===== config.mk =====
export PLATFORM = sky130hd
export DESIGN_NAME = counter_seq_flat
export DESIGN_NICKNAME = d
export VERILOG_FILES = /design/src/rtl/counter_seq_if.sv /design/src/rtl/counter_seq.sv /design/src/flat_wrapper.sv
export SDC_FILE = /design/constraint.sdc
export NUM_CORES = 1
export LEC_CHECK = 0
export BUFFER_PORTS_ARGS = -buffer_cell sky130_fd_sc_hd__buf_4
export CAP_MARGIN = 20
export CORE_ASPECT_RATIO = 0.9
export CORE_MARGIN = 2
export CORE_UTILIZATION = 45
export DETAILED_ROUTE_END_ITERATION = 6
export PLACE_DENSITY = 0.67
export SKIP_LAST_GASP = 1
export SYNTH_ARGS = -nofsm -noshare
export SYNTH_HDL_FRONTEND = slang
export SYNTH_SLANG_ARGS = --single-unit

===== constraint.sdc =====
create_clock -name clk -period 5.7 [get_ports clk]
set_clock_uncertainty 0.1 [all_clocks]
set_input_delay 0 -clock clk [delete_from_list [all_inputs] [get_ports clk]]
set_output_delay 0 -clock clk [all_outputs]
set_load 0.05 [all_outputs]

===== src/rtl/counter_seq_if.sv =====
// counter_seq_if: control/status bundle between the top-level run controls,
// the run controller (slave side) and the driven up-counter.
// The master side supplies start/stop/pause, the run parameters and the
// counter feedback; the slave side returns the counter strobes and status.
interface counter_seq_if #(
  parameter int WIDTH   = 8,
  parameter int PRESC_W = 16
);
  logic               start;
  logic               stop;
  logic               pause;
  logic [WIDTH-1:0]   limit;
  logic [PRESC_W-1:0] presc;
  logic [WIDTH-1:0]   count;
  logic               cnt_en;
  logic               cnt_clr;
  logic               busy;
  logic               done;
  logic [1:0]         state;

  modport master (
    output start, stop, pause, limit, presc, count,
    input  cnt_en, cnt_clr, busy, done, state
  );

  modport slave (
    input  start, stop, pause, limit, presc, count,
    output cnt_en, cnt_clr, busy, done, state
  );
endinterface


===== src/rtl/counter_seq.sv =====
// counter_seq: run controller for the lab up-counter.
// A start request clears the counter, then single-cycle increment enables
// are issued every presc_q+1 unpaused cycles until the counter's feedback
// value equals the captured limit, after which completion is reported.
// Optional build macro: COUNTER_SEQ_AUTORELOAD_EN -- at the limit the run
// pulses done (combinationally) and re-enters CLEAR, repeating until stop
// or reset; the DONE state is then never entered.
module counter_seq #(
  parameter int WIDTH   = 8,
  parameter int PRESC_W = 16
) (
  input  logic        clk,
  input  logic        rst,
  counter_seq_if.slave bus
);

  localparam logic [1:0] ST_IDLE  = 2'd0;
  localparam logic [1:0] ST_CLEAR = 2'd1;
  localparam logic [1:0] ST_RUN   = 2'd2;
  localparam logic [1:0] ST_DONE  = 2'd3;

  localparam logic [PRESC_W-1:0] PC_ZERO = {PRESC_W{1'b0}};
  localparam logic [PRESC_W-1:0] PC_ONE  = {{(PRESC_W-1){1'b0}}, 1'b1};
  localparam logic [WIDTH-1:0]   LIM_ZERO = {WIDTH{1'b0}};

  // registered state
  logic [1:0]         state_r;
  logic [PRESC_W-1:0] pc_r;
  logic [WIDTH-1:0]   limit_q_r;
  logic [PRESC_W-1:0] presc_q_r;
  logic               busy_r;
  logic               clr_r;

  // combinational helpers
  logic [1:0]         state_next_s;
  logic [PRESC_W-1:0] pc_next_s;
  logic               in_run_s;
  logic               at_limit_s;
  logic               tick_s;
  logic               cnt_en_s;
  logic               capture_s;

  // terminal compare against the live counter value and prescaler tick
  always_comb begin
    in_run_s   = (state_r == ST_RUN);
    at_limit_s = (bus.count == limit_q_r);
    tick_s     = (pc_r == presc_q_r);
    capture_s  = (state_r == ST_IDLE) && bus.start;
  end

  // increment enable: never in the cycle the limit is seen, so no overshoot
  always_comb begin
    cnt_en_s = in_run_s && !bus.stop && !at_limit_s && !bus.pause && tick_s;
  end

  // next-state selection; stop outranks the limit, the limit outranks pause
  always_comb begin
    state_next_s = state_r;
    case (state_r)
      ST_IDLE: begin
        if (bus.start) begin
          state_next_s = ST_CLEAR;
        end else begin
          state_next_s = ST_IDLE;
        end
      end
      ST_CLEAR: begin
        if (bus.stop) begin
          state_next_s = ST_IDLE;
        end else begin
          state_next_s = ST_RUN;
        end
      end
      ST_RUN: begin
        if (bus.stop) begin
          state_next_s = ST_IDLE;
        end else if (at_limit_s) begin
`ifdef COUNTER_SEQ_AUTORELOAD_EN
          state_next_s = ST_CLEAR;
`else
          state_next_s = ST_DONE;
`endif
        end else begin
          state_next_s = ST_RUN;
        end
      end
      ST_DONE: begin
        state_next_s = ST_IDLE;
      end
      default: begin
        state_next_s = ST_IDLE;
      end
    endcase
  end

  // prescaler: cleared outside RUN, held while paused, reset on each tick
  always_comb begin
    pc_next_s = pc_r;
    case (state_r)
      ST_RUN: begin
        if (bus.stop || at_limit_s) begin
          pc_next_s = PC_ZERO;
        end else if (bus.pause) begin
          pc_next_s = pc_r;
        end else if (tick_s) begin
          pc_next_s = PC_ZERO;
        end else begin
          pc_next_s = pc_r + PC_ONE;
        end
      end
      ST_IDLE, ST_CLEAR, ST_DONE: begin
        pc_next_s = PC_ZERO;
      end
      default: begin
        pc_next_s = PC_ZERO;
      end
    endcase
  end

  // state register and registered busy/clear strobes decoded from next state
  always_ff @(posedge clk or negedge rst) begin
    if (!rst) begin
      state_r <= ST_IDLE;
      busy_r  <= 1'b0;
      clr_r   <= 1'b0;
    end else begin
      state_r <= state_next_s;
      busy_r  <= (state_next_s == ST_CLEAR) || (state_next_s == ST_RUN);
      clr_r   <= (state_next_s == ST_CLEAR);
    end
  end

  // prescaler counter
  always_ff @(posedge clk or negedge rst) begin
    if (!rst) begin
      pc_r <= PC_ZERO;
    end else begin
      pc_r <= pc_next_s;
    end
  end

  // run parameters are sampled only when a start is accepted in IDLE
  always_ff @(posedge clk or negedge rst) begin
    if (!rst) begin
      limit_q_r <= LIM_ZERO;
      presc_q_r <= PC_ZERO;
    end else if (capture_s) begin
      limit_q_r <= bus.limit;
      presc_q_r <= bus.presc;
    end else begin
      limit_q_r <= limit_q_r;
      presc_q_r <= presc_q_r;
    end
  end

`ifdef COUNTER_SEQ_AUTORELOAD_EN
  logic done_s;

  // completion is flagged in the RUN cycle that sees the limit
  always_comb begin
    done_s = in_run_s && !bus.stop && at_limit_s;
  end

  assign bus.done = done_s;
`else
  logic done_r;

  // one-cycle completion pulse while in DONE
  always_ff @(posedge clk or negedge rst) begin
    if (!rst) begin
      done_r <= 1'b0;
    end else begin
      done_r <= (state_next_s == ST_DONE);
    end
  end

  assign bus.done = done_r;
`endif

  assign bus.cnt_en  = cnt_en_s;
  assign bus.cnt_clr = clr_r;
  assign bus.busy    = busy_r;
  assign bus.state   = state_r;

endmodule


===== src/flat_wrapper.sv =====
// flat-port wrapper written by rule: the top's interface ports become plain ports
module counter_seq_flat 
#(
  parameter int WIDTH   = 8,
  parameter int PRESC_W = 16
)
  (clk, rst, bus_start, bus_stop, bus_pause, bus_limit, bus_presc, bus_count, bus_cnt_en, bus_cnt_clr, bus_busy, bus_done, bus_state);
  counter_seq_if #(.WIDTH(WIDTH), .PRESC_W(PRESC_W)) bus_i ();
  input  logic clk;
  input  logic rst;
  input wire logic [$bits(bus_i.start)-1:0] bus_start;
  input wire logic [$bits(bus_i.stop)-1:0] bus_stop;
  input wire logic [$bits(bus_i.pause)-1:0] bus_pause;
  input wire logic [$bits(bus_i.limit)-1:0] bus_limit;
  input wire logic [$bits(bus_i.presc)-1:0] bus_presc;
  input wire logic [$bits(bus_i.count)-1:0] bus_count;
  output wire logic [$bits(bus_i.cnt_en)-1:0] bus_cnt_en;
  output wire logic [$bits(bus_i.cnt_clr)-1:0] bus_cnt_clr;
  output wire logic [$bits(bus_i.busy)-1:0] bus_busy;
  output wire logic [$bits(bus_i.done)-1:0] bus_done;
  output wire logic [$bits(bus_i.state)-1:0] bus_state;
  assign bus_i.start = bus_start;
  assign bus_i.stop = bus_stop;
  assign bus_i.pause = bus_pause;
  assign bus_i.limit = bus_limit;
  assign bus_i.presc = bus_presc;
  assign bus_i.count = bus_count;
  assign bus_cnt_en = bus_i.cnt_en;
  assign bus_cnt_clr = bus_i.cnt_clr;
  assign bus_busy = bus_i.busy;
  assign bus_done = bus_i.done;
  assign bus_state = bus_i.state;
  counter_seq #(.WIDTH(WIDTH), .PRESC_W(PRESC_W)) u_core (.clk(clk), .rst(rst), .bus(bus_i));
endmodule

### Word-level counts from Yosys, hierarchy flattened

Cells that the tools add are included.

* eq/ne operators: 9
* reductions and logical operators: 12
* muxes and demuxes: 9
* add/subtract/negate cells: 1

Operator list (count)
* 16-bit two-way mux: 3
* 16-bit one-hot mux with 2 select lines: 1
* 16-bit by 1-bit adder with 16-bit output, second input constant: 1
* 16-bit == test: 1
* 2-bit == test, second input constant: 4
* 8-bit == test: 1
* 2-bit one-hot mux with 4 select lines: 1
* 1-bit logical AND: 5
* 2-bit by 1-bit == test with 1-bit output, second input constant: 2
* 2-bit two-way mux: 2
* 1-bit zero test: 3
* 3-bit inequality test, second input constant: 1
* 3-bit OR reduction: 1
* 2-bit zero test: 1
* 1-bit logical OR: 2
* 1-bit two-way mux: 2

* input port bits: 37
* bits in registers: 45
* output and inout port bits: 6
* word-level logic and storage cells: 38

### Longest topological paths before layout

Gate-level depths: netlist of run 1.

* depth after elaboration: 6
* gate-level depth with buffers: 7
* mapped depth without buffers: 6

### Worst setup path before layout of run 1

No wires, ideal clock.

* kind: reg-to-output
* from: reg u_core.state_r[1] (netlist: u_core.bus.state[1])
* to: out bus_cnt_en
* data required time: 5.600 ns
* slack: 2.855 ns
* path buffers: 1
* data arrival time: 2.745 ns
* stages on the path, launching flop included: 5
* cells stage by stage: dfrtp_1 -> nor3b_1 -> o21ai_2 -> buf_2 -> nor3b_1

* longest elaborated chain between the ends: 5

Ends and longest elaborated chain
* start, declared: line counter_seq.sv:27 `logic [1:0] state_r;`
* start signal, assigned: line counter_seq.sv:127 `state_r <= state_next_s;`
* 2-bit == test: line counter_seq.sv:45 `in_run_s = (state_r == ST_RUN);`
* 1-bit logical AND (4 in a row): line counter_seq.sv:53 `cnt_en_s = in_run_s && !bus.stop && !at_limit_s && !bus.pause && tick_s;`
* end, declared: line flat_wrapper.sv:17 `output wire logic [$bits(bus_i.cnt_en)-1:0] bus_cnt_en;`

Every way passes these cells.

### Final worst setup path of run 1

* from: reg u_core.pc_r[5]
* to: out bus_cnt_en

* longest elaborated chain between the ends: 2

Ends and longest elaborated chain
* start, declared: line counter_seq.sv:28 `logic [PRESC_W-1:0] pc_r;`
* start signal, assigned: line counter_seq.sv:138 `pc_r <= pc_next_s;`
* 16-bit == test: line counter_seq.sv:47 `tick_s = (pc_r == presc_q_r);`
* 1-bit logical AND: line counter_seq.sv:53

Every way passes these cells.

==> flow_summary_export.csv, run 1 <==
group,metric,value,unit
clock_network,cts_sinks,45,
route,first_iter_violations,170,
place,place.port_buffers,42,
pwr,p_int,0.6365,mW
grt,grt_pass1_vias,1796,
pwr,pwr-share-seq,48.0,%
clock_network,htreeDepth,2,
layout,syn_to_final_growth,32.36,%
pwr,p_sw_share,29.30,%
status,status,"finished, final reports clean",
timing,tns,0,ps
timing,tightest_slew,901.1,ps
pwr,p_sw,0.2638,mW
timing,fin_crit_sh,45.70,%
floorplanning,core-area,0.004925,sq mm
grt,grt_max_degree,46,
clock_network,clock_latency,300,ps
place,place_congestion,0.8264,
synth,synthTopCellsByArea,"dfrtp_1 (48%), mux2_2 (12%), xnor2_1 (9.0%)",
synth,avgSynthCellArea,11.62,sq um
synth,synth.distinct_cells,34,
route,vias,1776,
synth,synth_edf_count,0,
critical_path,end_kind,"output pin",
route,viasPerCell,5.270,
clock_network,post_cts_buffers,0,
place,dp.cells,301,
layout,n_fill_cell,417,
place,dp_hpwl,3341,microns
synth,ys_ff_latch,45,
clock_network,path_clk_slew,90,ps
floorplanning,ioPinCount,43,
critical_path,critical_path_required,5600,ps
pwr,power,0.9003,mW
synth,synthesis.area,0.002323,sq mm
clock_network,cts_tree,"built",
grt,track_usage,19.76,%
layout,nets,311,
pwr,pwr_density_cell,292.7,mW/mm^2
synth,yosysTopAreaCell,"dfrtp_1",
critical_path,start_kind,"register",
synth,syn_inst,200,
synth,ys_seq_area_share,48.47,%
synth,yosys_warnings,0,
route,ant_nets,0,
synth,synth.top_cell.area_share,48.47,%
floorplanning,die_w,79.74,microns
route,wl_per_cell,14.53,microns
timing,setup_viol,0,
layout,layout.cells.non_filler,337,
pwr,p_leak,1.364,nW
synth,ys.flop_type,"dfrtp_1",
timing,maxSlewViolCount,0,
grt,overflow,0,
timing,max_freq,0.3839,GHz
critical_path,path_max_fanout,19,
flow_run,cap_violations,0,
worst_hold_path,min_path_type,"input port to asynchronous set/reset pin",
floorplanning,dieArea,0.005755,sq mm
pwr,p_clk_share,24.0,%
floorplanning,die_height,72.17,microns
timing,slew_headroom,39.48,%
grt,antenna_found_initial,0,
clock_network,clock_path_buffers,2,
synth,syn_nets,240,
clock_network,cts_inserted_buffers,5,
route,routed_wl,4895,microns
timing,rsz0062_at_grt,"false",
synth,yosysMostFrequentCell,"dfrtp_1",
critical_path,worstSetupPathType,"register to output pin",
critical_path,worstPathArrival,2510,ps
floorplanning,start_util,47.18,%
layout,drive_above_1_share,29.78,%
grt,grt_pass1_wl,8811,microns
floorplanning,placementRows,24,
route,drc,0,
synth,synth_common_cells,"dfrtp_1 (45), mux2_2 (24), xnor2_1 (24), o31ai_1 (13), a22o_1 (12)",
pwr,combPwrFrac,28.0,%
timing,finalHoldViolCount,0,
pwr,ir_worst_vdd,0.0001900,V
layout,antenna_cells,0,
route,firstDrtPassIters,4,
clock_network,cts-root-buf,"clkbuf_8",
timing,fin_crit,2605,ps
synth,ys_async_sr_fraction,100.0,%
[flip-flops by register name (all words and copies together) (netlist names)]
name / flops
u_core.bus.busy: 1
u_core.bus.cnt_clr: 1
u_core.bus.done: 1
u_core.bus.state: 2
u_core.limit_q_r: 8
u_core.pc_r: 16
u_core.presc_q_r: 16
[repair_timing]
action / CTS / global route
hold buffers: 27 / 0
hold endpoints to repair: 75 / 0
gates resized for setup: 0 / 0
[cells in the final DEF (no fill, tap or decap), drive strengths merged, types with 5 or more instances in the layout]
master,instances
a22o,12
buf,44
clkbuf,7
dfrtp,45
dlygate4sd3,27
mux2,24
nand2,6
nand4,9
nor2,10
nor2b,5
nor3,5
o31ai,13
xnor2,24
[final timing paths]
check                                     from  slack [ps]                  end  depth (start not counted)
setup reg to reg           u_core.bus.state[1]        3160       u_core.pc_r[6]                          4
setup / recovery                u_core.pc_r[5]        3090           bus_cnt_en                          5
hold reg to reg                u_core.pc_r[15]         430      u_core.pc_r[15]                          1
max in group asynchronous                  rst        4980  u_core.limit_q_r[3]                          2
hold / removal                             rst         140      u_core.pc_r[12]                          2
min in group clk                     bus_start         140  u_core.limit_q_r[2]                          3
[cell families (layout without fill, tap and decap cells)]
kind of cell | Yosys count | in the layout | synth area share, %
mux | 24 | 24 | 11.63
flops | 45 | 45 | 48.47
simple gates | 57 | 57 | 14.81
buf+inv | 11 | 83 | 2.261
fa+ha+maj | 3 | 3 | 1.616
compound gates | 35 | 35 | 11.79
xor+xnor | 25 | 25 | 9.424
[layer usage]
metal | share of wire, % | GRT usage [%]
met5 | 0 | 0
met4 | 2.0 | 6.968
met3 | 5.7 | 3.483
met2 | 45 | 28.66
met1 | 48 | 30.01
[cell type report]
class                           instances  area, sq um  share of cell area (%)
Clock buffer                            7        96.34                   3.133
Clock inverter                          1        5.005                  0.1627
Inverter                                4        15.01                  0.4882
Multi-Input combinational cell        144         1151                   37.43
Sequential cell                        45         1126                   36.62
Tap cell                               65        81.33                   2.644
Timing Repair Buffer                   71        600.6                   19.53
[metrics by stage]
stage | area, sq um | setup WS [ps] | utilization, % | hold WS [ps]
2_1_floorplan | 2323 | 2855 | - | -395.6
3_3_place_gp | 2696 | 3203 | 54.75 | -57.61
3_5_place_dp | 2696 | 3186 | 54.75 | -62.51
4_1_cts | 3068 | 3095 | 62.30 | 131.6
5_1_grt | 3075 | 2935 | 62.45 | 148.6
6_report | 3075 | 3095 | 62.45 | 137.2
[power groups by stage]
stage | sequential [mW] | clock [mW] | combinational, mW
after floorplan | 0.453 | 0 | 0.152
after global placement | 0.437 | 0 | 0.235
after detailed placement | 0.439 | 0 | 0.239
after CTS | 0.433 | 0.220 | 0.254
after global routing | 0.443 | 0.235 | 0.276
final | 0.432 | 0.216 | 0.252
[worst max-delay path, cell delays in order (launching register included)]
cell and delay (ps):
dfrtp_1 460, xnor2_1 210, nand4_1 180, nor4_4 830, nor3b_1 290, buf_4 240
No activity file was read; power rests on OpenSTA's default activity.
==> inputs of run 2 (changes only) <==
==> constraint.sdc (replaced) <==
create_clock -name clk -period 2.4 [get_ports clk]
set_clock_uncertainty 0.1 [all_clocks]
set_input_delay 0 -clock clk [delete_from_list [all_inputs] [get_ports clk]]
set_output_delay 0 -clock clk [all_outputs]
set_load 0.05 [all_outputs]
==> run 2 against run 1 <==
  * Critical path depth rose by 1
  * Combinational power rose by 140%
  * Clock-buffer cell count is the same
  * Hold slack improved by 6.5 ps
  * Critical endpoint unchanged
  * Highest routed layer unchanged
==> flow_summary_export.csv, run 2 (synthesis results as in run 1) <==
group,metric,value,unit
critical_path,crit_path_end,"bus_cnt_en",
critical_path,worstSetupPathType,"register to output pin",
route,wl_per_cell,14.82,microns
layout,final_common_cell,"buf_4",
critical_path,cp-startpoint,"u_core.pc_r[0]",
critical_path,reg2reg_depth,6,
place,dp.cells,305,
pwr,p_int,1.484,mW
place,dp_hpwl,3318,microns
floorplanning,die_height,72.17,microns
grt,overflow,0,
layout,layout.cells.non_filler,339,
clock_network,cts-root-buf,"clkbuf_8",
timing,fin_crit_sh,91.46,%
clock_network,htreeDepth,2,
layout,drive_above_1_share,30.29,%
route,ant_nets,0,
timing,slew_headroom,42.88,%
pwr,pwr_density_cell,682.2,mW/mm^2
layout,nets,314,
layout,final_cell_mix,"buf_4 (47), dfrtp_1 (45), dlygate4sd3_1 (27)",
place,place.port_buffers,42,
layout,antenna_cells,0,
critical_path,worstPathArrival,2100,ps
pwr,p_clk_share,22.5,%
clock_network,clock_latency,300,ps
route,drc,0,
timing,tns,0,ps
critical_path,timing.rr.start,"u_core.pc_r[4]",
grt,grt_max_degree,46,
floorplanning,placementRows,24,
clock_network,cts_inserted_buffers,5,
timing,maxSlewViolCount,0,
route,vias,1809,
floorplanning,die_w,79.74,microns
clock_network,clock_path_buffers,2,
floorplanning,start_util,47.18,%
timing,setup_viol,0,
floorplanning,dieArea,0.005755,sq mm
critical_path,rrSetupSlack,220,ps
timing,rsz0062_at_grt,"false",
timing,max_freq,0.4556,GHz
worst_hold_path,min_path_type,"input port to asynchronous set/reset pin",
critical_path,r2r_end,"u_core.pc_r[6]",
clock_network,path_clk_slew,80,ps
route,viasPerCell,5.336,
grt,grt_pass1_wl,8625,microns
critical_path,start_kind,"register",
clock_network,cts_tree,"built",
grt,grt_pass1_vias,1824,
place,place_congestion,0.7864,
critical_path,critical_path_required,2300,ps
route,first_iter_violations,85,
pwr,power,2.107,mW
layout,reg.largest.list,"u_core.pc_r (16), u_core.presc_q_r (16), u_core.limit_q_r (8)",
timing,finalHoldViolCount,0,
route,firstDrtPassIters,4,
grt,track_usage,19.75,%
pwr,p_sw,0.6224,mW
layout,syn_to_final_growth,32.90,%
critical_path,end_kind,"output pin",
flow_run,cap_violations,0,
floorplanning,core-area,0.004925,sq mm
grt,antenna_found_initial,0,
pwr,p_sw_share,29.55,%
timing,tightest_slew,852.2,ps
critical_path,path_max_fanout,19,
clock_network,cts_sinks,45,
pwr,ir_worst_vdd,0.0005296,V
pwr,p_leak,1.370,nW
timing,fin_crit,2195,ps
status,status,"finished, final reports clean",
pwr,pwr-share-seq,48.7,%
pwr,combPwrFrac,28.8,%
floorplanning,ioPinCount,43,
route,routed_wl,5025,microns
==> run 2: critical path: stages, from the launching register on <==
cell	delay (ps)
dfrtp_1	470
xnor2_1	200
nand4_1	180
nor4_4	280
buf_4	270
nor3b_2	190
buf_4	210
==> run 2: per-layer routing <==
layer | GRT usage (%) | up-vias | routed length (microns)
met5 | 0 | - | 0
met1 | 26.26 | 875 | 2367
met3 | 3.483 | 9 | 162
met4 | 8.098 | 0 | 97
met2 | 32.31 | 41 | 2397
li1 | - | 884 | -
==> run 2: how the worst min path moves through the flow <==
stage	end	slack, ps
after floorplan	u_core.bus.busy	-400
after global placement	u_core.bus.cnt_clr	-60
after detailed placement	u_core.bus.cnt_clr	-60
after CTS	u_core.bus.cnt_clr	150
after global routing	u_core.bus.state[0]	200
final	u_core.bus.cnt_clr	140
==> run 2: metrics by stage <==
stage | hold slack, ps | setup WS [ps] | instance area, sq um | util (%)
floorplan | -395.6 | 44.11 | 2328 | -
global placement | -58.84 | 245.9 | 2731 | 55.46
detailed placement | -56.28 | 255.4 | 2731 | 55.46
CTS | 154.5 | 186.0 | 3088 | 62.70
global route | 204.5 | 9.000 | 3088 | 62.70
finish | 143.7 | 204.9 | 3088 | 62.70
==> run 2: power groups by stage <==
stage / clock, mW / combinational, mW / sequential (mW)
after global routing: 0.513 / 0.668 / 1.05
after floorplan: 0 / 0.361 / 1.08
after global placement: 0 / 0.567 / 1.04
final: 0.474 / 0.607 / 1.03
after CTS: 0.491 / 0.614 / 1.03
after detailed placement: 0 / 0.578 / 1.04
==> run 2: area by class of cell <==
type | instances | area, sq um
Fill cell | 396 | 1837
Multi-Input combinational cell | 144 | 1156
Sequential cell | 45 | 1126
Timing Repair Buffer | 74 | 623.1
Clock buffer | 7 | 86.33
Tap cell | 65 | 81.33
Inverter | 4 | 15.01
==> run 2: repair_timing <==
item	in CTS	in global routing
buffers inserted	0	0
hold buffers	27	0
endpoints found under the hold margin	75	0
gates resized for setup	0	0
